--- src/rtl/key_move_pkg.sv ---
// Shared direction codes and FSM state encoding for the key-to-move path.
package key_move_pkg;
  localparam logic [1:0] DIR_UP    = 2'd0;
  localparam logic [1:0] DIR_DOWN  = 2'd1;
  localparam logic [1:0] DIR_LEFT  = 2'd2;
  localparam logic [1:0] DIR_RIGHT = 2'd3;

  typedef enum logic [1:0] {
    IDLE   = 2'd0,
    DELAY  = 2'd1,
    REPEAT = 2'd2
  } state_t;
endpackage

--- src/rtl/key_edge_prio.sv ---
// Rising-edge detector over the four keys with a fixed-priority pick (up wins).
// Edge is combinational on the current level; key_prev is one flop stage.
module key_edge_prio
  import key_move_pkg::*;
(
  input  logic       clk,
  input  logic       rst_n,
  input  logic [3:0] i_key_db,
  output logic       o_rise_any,
  output logic [1:0] o_idx
);
  logic [3:0] r_key_prev;
  logic [3:0] w_rise;

  always_ff @(posedge clk or negedge rst_n) begin
    if (!rst_n) r_key_prev <= 4'b0000;
    else        r_key_prev <= i_key_db;
  end

  assign w_rise     = i_key_db & ~r_key_prev;
  assign o_rise_any = |w_rise;

  always_comb begin
    o_idx = DIR_UP;
    if      (w_rise[0]) o_idx = DIR_UP;
    else if (w_rise[1]) o_idx = DIR_DOWN;
    else if (w_rise[2]) o_idx = DIR_LEFT;
    else if (w_rise[3]) o_idx = DIR_RIGHT;
  end
endmodule

--- src/rtl/key_move_ctrl.sv ---
// Turns debounced direction keys into move commands: one per press plus auto-repeat while held.
// Command lands in a single-entry valid/ready register one cycle after the event edge.
module key_move_ctrl
  import key_move_pkg::*;
#(
  parameter int REPEAT_DELAY  = 50_000_000,
  parameter int REPEAT_PERIOD = 10_000_000,
  parameter int CNT_W         = 26
) (
  input  logic       clk,
  input  logic       rst_n,
  input  logic [3:0] key_db,
  input  logic       move_ready,
  output logic       move_valid,
  output logic [1:0] move_dir,
  output logic       move_drop,
  output logic       key_held
);
  localparam logic [CNT_W-1:0] DELAY_LAST  = CNT_W'(REPEAT_DELAY - 1);
  localparam logic [CNT_W-1:0] PERIOD_LAST = CNT_W'(REPEAT_PERIOD - 1);

  state_t           r_state, w_state_nxt;
  logic [1:0]       r_act_idx, w_act_idx_nxt;
  logic [CNT_W-1:0] r_cnt, w_cnt_nxt;
  logic             w_rise_any;
  logic [1:0]       w_pick;
  logic             w_evt;
  logic [1:0]       w_evt_dir;

  key_edge_prio u_edge (
    .clk        (clk),
    .rst_n      (rst_n),
    .i_key_db   (key_db),
    .o_rise_any (w_rise_any),
    .o_idx      (w_pick)
  );

  always_ff @(posedge clk or negedge rst_n) begin
    if (!rst_n) begin
      r_state   <= IDLE;
      r_act_idx <= 2'd0;
      r_cnt     <= '0;
      key_held  <= 1'b0;
    end else begin
      r_state   <= w_state_nxt;
      r_act_idx <= w_act_idx_nxt;
      r_cnt     <= w_cnt_nxt;
      key_held  <= (w_state_nxt != IDLE);
    end
  end

  // A new press always preempts; release beats a terminal count on the same edge.
  always_comb begin
    w_state_nxt   = r_state;
    w_act_idx_nxt = r_act_idx;
    w_cnt_nxt     = r_cnt;
    w_evt         = 1'b0;
    w_evt_dir     = w_pick;
    case (r_state)
      IDLE: begin
        if (w_rise_any) begin
          w_evt         = 1'b1;
          w_act_idx_nxt = w_pick;
          w_cnt_nxt     = '0;
          w_state_nxt   = DELAY;
        end
      end
      DELAY, REPEAT: begin
        if (w_rise_any) begin
          w_evt         = 1'b1;
          w_act_idx_nxt = w_pick;
          w_cnt_nxt     = '0;
          w_state_nxt   = DELAY;
        end else if (!key_db[r_act_idx]) begin
          w_cnt_nxt   = '0;
          w_state_nxt = IDLE;
        end else if ((r_state == DELAY && r_cnt == DELAY_LAST) ||
                     (r_state == REPEAT && r_cnt == PERIOD_LAST)) begin
          w_evt       = 1'b1;
          w_evt_dir   = r_act_idx;
          w_cnt_nxt   = '0;
          w_state_nxt = REPEAT;
        end else begin
          w_cnt_nxt = r_cnt + CNT_W'(1);
        end
      end
      default: w_state_nxt = IDLE;
    endcase
  end

  always_ff @(posedge clk or negedge rst_n) begin
    if (!rst_n) begin
      move_valid <= 1'b0;
      move_dir   <= 2'd0;
      move_drop  <= 1'b0;
    end else begin
      move_drop <= 1'b0;
      if (w_evt) begin
        if (!move_valid || move_ready) begin
          move_valid <= 1'b1;
          move_dir   <= w_evt_dir;
        end else begin
          move_drop <= 1'b1;
        end
      end else if (move_valid && move_ready) begin
        move_valid <= 1'b0;
      end
    end
  end
endmodule

--- config.mk ---
export PLATFORM = sky130hd
export DESIGN_NAME = key_move_ctrl
export DESIGN_NICKNAME = d
export VERILOG_FILES = /design/src/rtl/key_move_pkg.sv /design/src/rtl/key_edge_prio.sv /design/src/rtl/key_move_ctrl.sv
export SDC_FILE = /design/constraint.sdc
export NUM_CORES = 1
export LEC_CHECK = 0
export ABC_AREA = 1
export CORE_ASPECT_RATIO = 2
export CORE_MARGIN = 5
export CORE_UTILIZATION = 50
export DETAILED_ROUTE_END_ITERATION = 10
export PLACE_DENSITY_LB_ADDON = 0.3
export SKIP_CTS_REPAIR_TIMING = 1
export SYNTH_ARGS = -nofsm -noshare
export SYNTH_HDL_FRONTEND = slang
export SYNTH_SLANG_ARGS = --single-unit
--- constraint.sdc ---
create_clock -name clk -period 3 [get_ports clk]
set_clock_uncertainty 0.05 [all_clocks]
set_input_delay 0.9 -clock clk [delete_from_list [all_inputs] [get_ports clk]]
set_output_delay 0.9 -clock clk [all_outputs]
set_load 0.02 [all_outputs]
==> impl_metrics.csv <==
group,metric,value,unit
run_status,status,"finished clean",
worst_setup_path,worstSetupStartpointType,"input port",
timing,hold_ws,0.4432,ns
logic_synthesis,synth_top_area_share,39.26,%
worst_setup_path,endpoint_kind,"register",
cells_and_area,nets,375,
clocking,root_buffer,"clkbuf_8",
die,dieArea,6568,um2
cells_and_area,antenna_cells,0,
timing,finalCriticalPeriod,2.461,ns
routing,routed.top_layer,"met4",
logic_synthesis,yosysTopAreaCell,"dfrtp_1",
die,coreArea,4865,um2
cells_and_area,instances_no_fill,421,
placed_design,portBuffers,11,
timing,setup_ws,0.5394,ns
routing,viasPerCell,5.418,
grt,antenna_found_initial,0,
routing,dr_wl_met3,164,um
clocking,worstSkewPairLatency,0.30,ns
timing,worst_pin_slew,0.8937,ns
placed_design,post-place-cells,413,
timing,fmax,406.4,MHz
worst_setup_path,path_max_fanout,10,
die,start_util,51.11,%
timing,finalSetupTns,0,ns
routing,drt_iter0_markers,85,
worst_setup_path,worst-path-buf-inv,4,
clocking,cts.path.max_buffers,2,
routing,drt-pass1-iter-count,4,
hold_path,hold_class,"reg2reg",
power,pwr-share-seq,41.1,%
cells_and_area,drive_above_1_share,8.791,%
worst_setup_path,slowest_stage,"clkdlybuf4s50_1",
power,p_switching,0.4978,mW
die,row_count,36,
clocking,cts_tree,"yes",
power,swShare,33.85,%
die,die_x,59.86,um
worst_setup_path,worst-setup-path-type,"in2reg",
logic_synthesis,synth_nets,361,
worst_setup_path,worst_ep_arrival_time,2.58,ns
clocking,clk_pin_slew_worst_paths,0.08,ns
cells_and_area,syn_to_final_growth,10.77,%
worst_setup_path,cpMostUsedCell,"inv_1",
grt,grt_start_max_net_pins,40,
placed_design,hpwlAfterDp,4.809,mm
clocking,htreeDepth,2,
timing,period_share,82.02,%
grt,grt_pass1_vias,2394,
logic_synthesis,postSynthCellCount,349,
timing,drv_slew,0,
logic_synthesis,synth.distinct_cells,32,
routing,routed-wl-met2,3.518,mm
power,leakage,1.322,nW
timing,hold_viol,0,
timing,rsz0062_at_grt,"false",
flow_run,cap_violations,0,
routing,drc,0,
logic_synthesis,synth_area,2486,um2
grt,grt_usage,21.65,%
power,ir_worst_vdd,488.2,uV
die,num_io_pins,12,
grt,grt_overflow_total,0,
routing,wl_per_cell,14.66,um
placed_design,place.gp.congestion,0.9023,
power,power-per-cell-area,533.9,nW/um2
routing,ant_nets,0,
routing,routedLengthMet1,2.144,mm
worst_setup_path,critPathTopFamily,"buffers and inverters",
logic_synthesis,avgSynthCellArea,7.124,um2
logic_synthesis,synth-seq-cells,39,
power,p_int,0.9726,mW
clocking,numCtsBuffers,5,
grt,grt_pass1_wl,10.52,mm
logic_synthesis,ys_seq_area_share,39.26,%
routing,routed_wl,6.173,mm
timing,relSlewSlack,40.42,%
power,clkPwrFrac,31.4,%
power,power_frac_comb,27.5,%
placed_design,dp_slack,0.2429,ns
routing,vias,2281,
power,total_power,1.470,mW
timing,finalSetupViolations,0,
worst_setup_path,critical_path_required,3.12,ns
worst_setup_path,crit_path_max_incr_delay,0.51,ns
logic_synthesis,ys_top_cells_by_area,"dfrtp_1, nand2_1, inv_1",
logic_synthesis,yosysWarnings,0,
worst_setup_path,path_cells,"clkdlybuf4s50_1 -> inv_1 -> o21ai_2 -> nor2_4 -> nor2_1 -> inv_1 -> nand2_1 -> buf_4 -> o22ai_1",
die,fp.dieH,109.7,um
clocking,clock-sinks,39,
## stage by stage
stage / instance area [um2] / utilization (%)
finish: 2754 / 56.61
global route: 2754 / 56.61
CTS: 2754 / 56.61
detailed placement: 2636 / 54.19
global placement: 2636 / 54.19
floorplan: 2486 / -
## cell type report
| type | instances | area [um2] |
|---|---|---|
| inverter | 57 | 214.0 |
| multi-input combinational | 248 | 1262 |
| sequential | 39 | 975.9 |
| clock buffer | 6 | 82.58 |
| timing repair buffer | 12 | 112.6 |
| tap | 57 | 71.32 |
| clock inverter | 2 | 35.03 |
| fill | 477 | 2111 |
## flip-flops by register name, summed over array words and instances, names as in the netlist
register	count
u_edge.r_key_prev	4
r_state	2
move_drop	1
r_cnt	26
key_held	1
move_dir	2
r_act_idx	2
move_valid	1
## tightest hold or removal path, delay by kind of cell, from the launching register on
family	cells	cell delay, ns
flip-flops	1	0.36
AND/OR/NAND/NOR	2	0.10
## placed cells by master (no fill, tap or decap), types with 2 or more instances in the layout
cell	instances
nor2_2	3
nand2_1	89
nor3_1	4
nand2_2	3
nand3_2	3
xor2_1	6
nor2_4	4
inv_2	3
inv_1	54
clkdlybuf4s50_1	10
nand2_4	2
ha_1	5
o21ai_1	9
and2_1	2
nand3_1	32
nand4_1	12
dfrtp_1	39
a21oi_1	5
clkbuf_8	6
o21ai_0	19
o22ai_1	4
nor2_1	37
## power by group through the flow
stage	clock, mW	sequential (mW)	combinational [mW]
after global placement	0	0.612	0.399
after CTS	0.469	0.604	0.410
after floorplan	0	0.641	0.222
final	0.462	0.604	0.405
after detailed placement	0	0.614	0.409
after global routing	0.494	0.612	0.456
## layer usage
metal | up-vias | GRT usage, %
met4 | 0 | 14.58
li1 | 1139 | -
met2 | 49 | 40.33
met5 | - | 0
met1 | 1069 | 20.36
met3 | 24 | 3.408
## logic make-up (layout without fill, tap and decap cells)
kind of cell               Yosys count  in the layout  synth area share [%]
and+or+nand+nor                    197            197                 37.54
adders and majority gates            5              5                 2.516
buffers and inverters               62             77                 9.964
xor gates and xnor gates             7              7                 2.466
DFF                                 39             39                 39.26
AOI/OAI and AO/OA                   39             39                 8.253
## cell usage after synthesis (all sizes together)
cell / number
nand2: 94
inv: 57
nor2: 44
dfrtp: 39
nand3: 35
o21ai: 29
nand4: 12
nor3: 6
xor2: 6
a21oi: 5
buf: 5
ha: 5
o22ai: 4
and2: 2
nand3b: 2
a31oi: 1
and3: 1
nor4: 1
xnor2: 1
## worst paths after layout
path	from	endpoint	slack, ns	depth (start not counted)
min in group asynchronous	rst_n	r_cnt[0]	0.67	1
max	key_db[3]	r_cnt[4]	0.54	9
min	move_dir[0]	move_dir[0]	0.44	2
max reg2reg	r_state[0]	r_cnt[13]	1.05	13
min reg2reg	move_dir[0]	move_dir[0]	0.44	2
max in group asynchronous	rst_n	r_cnt[1]	1.67	1
Note: power is estimated with default switching activity, not from simulation.
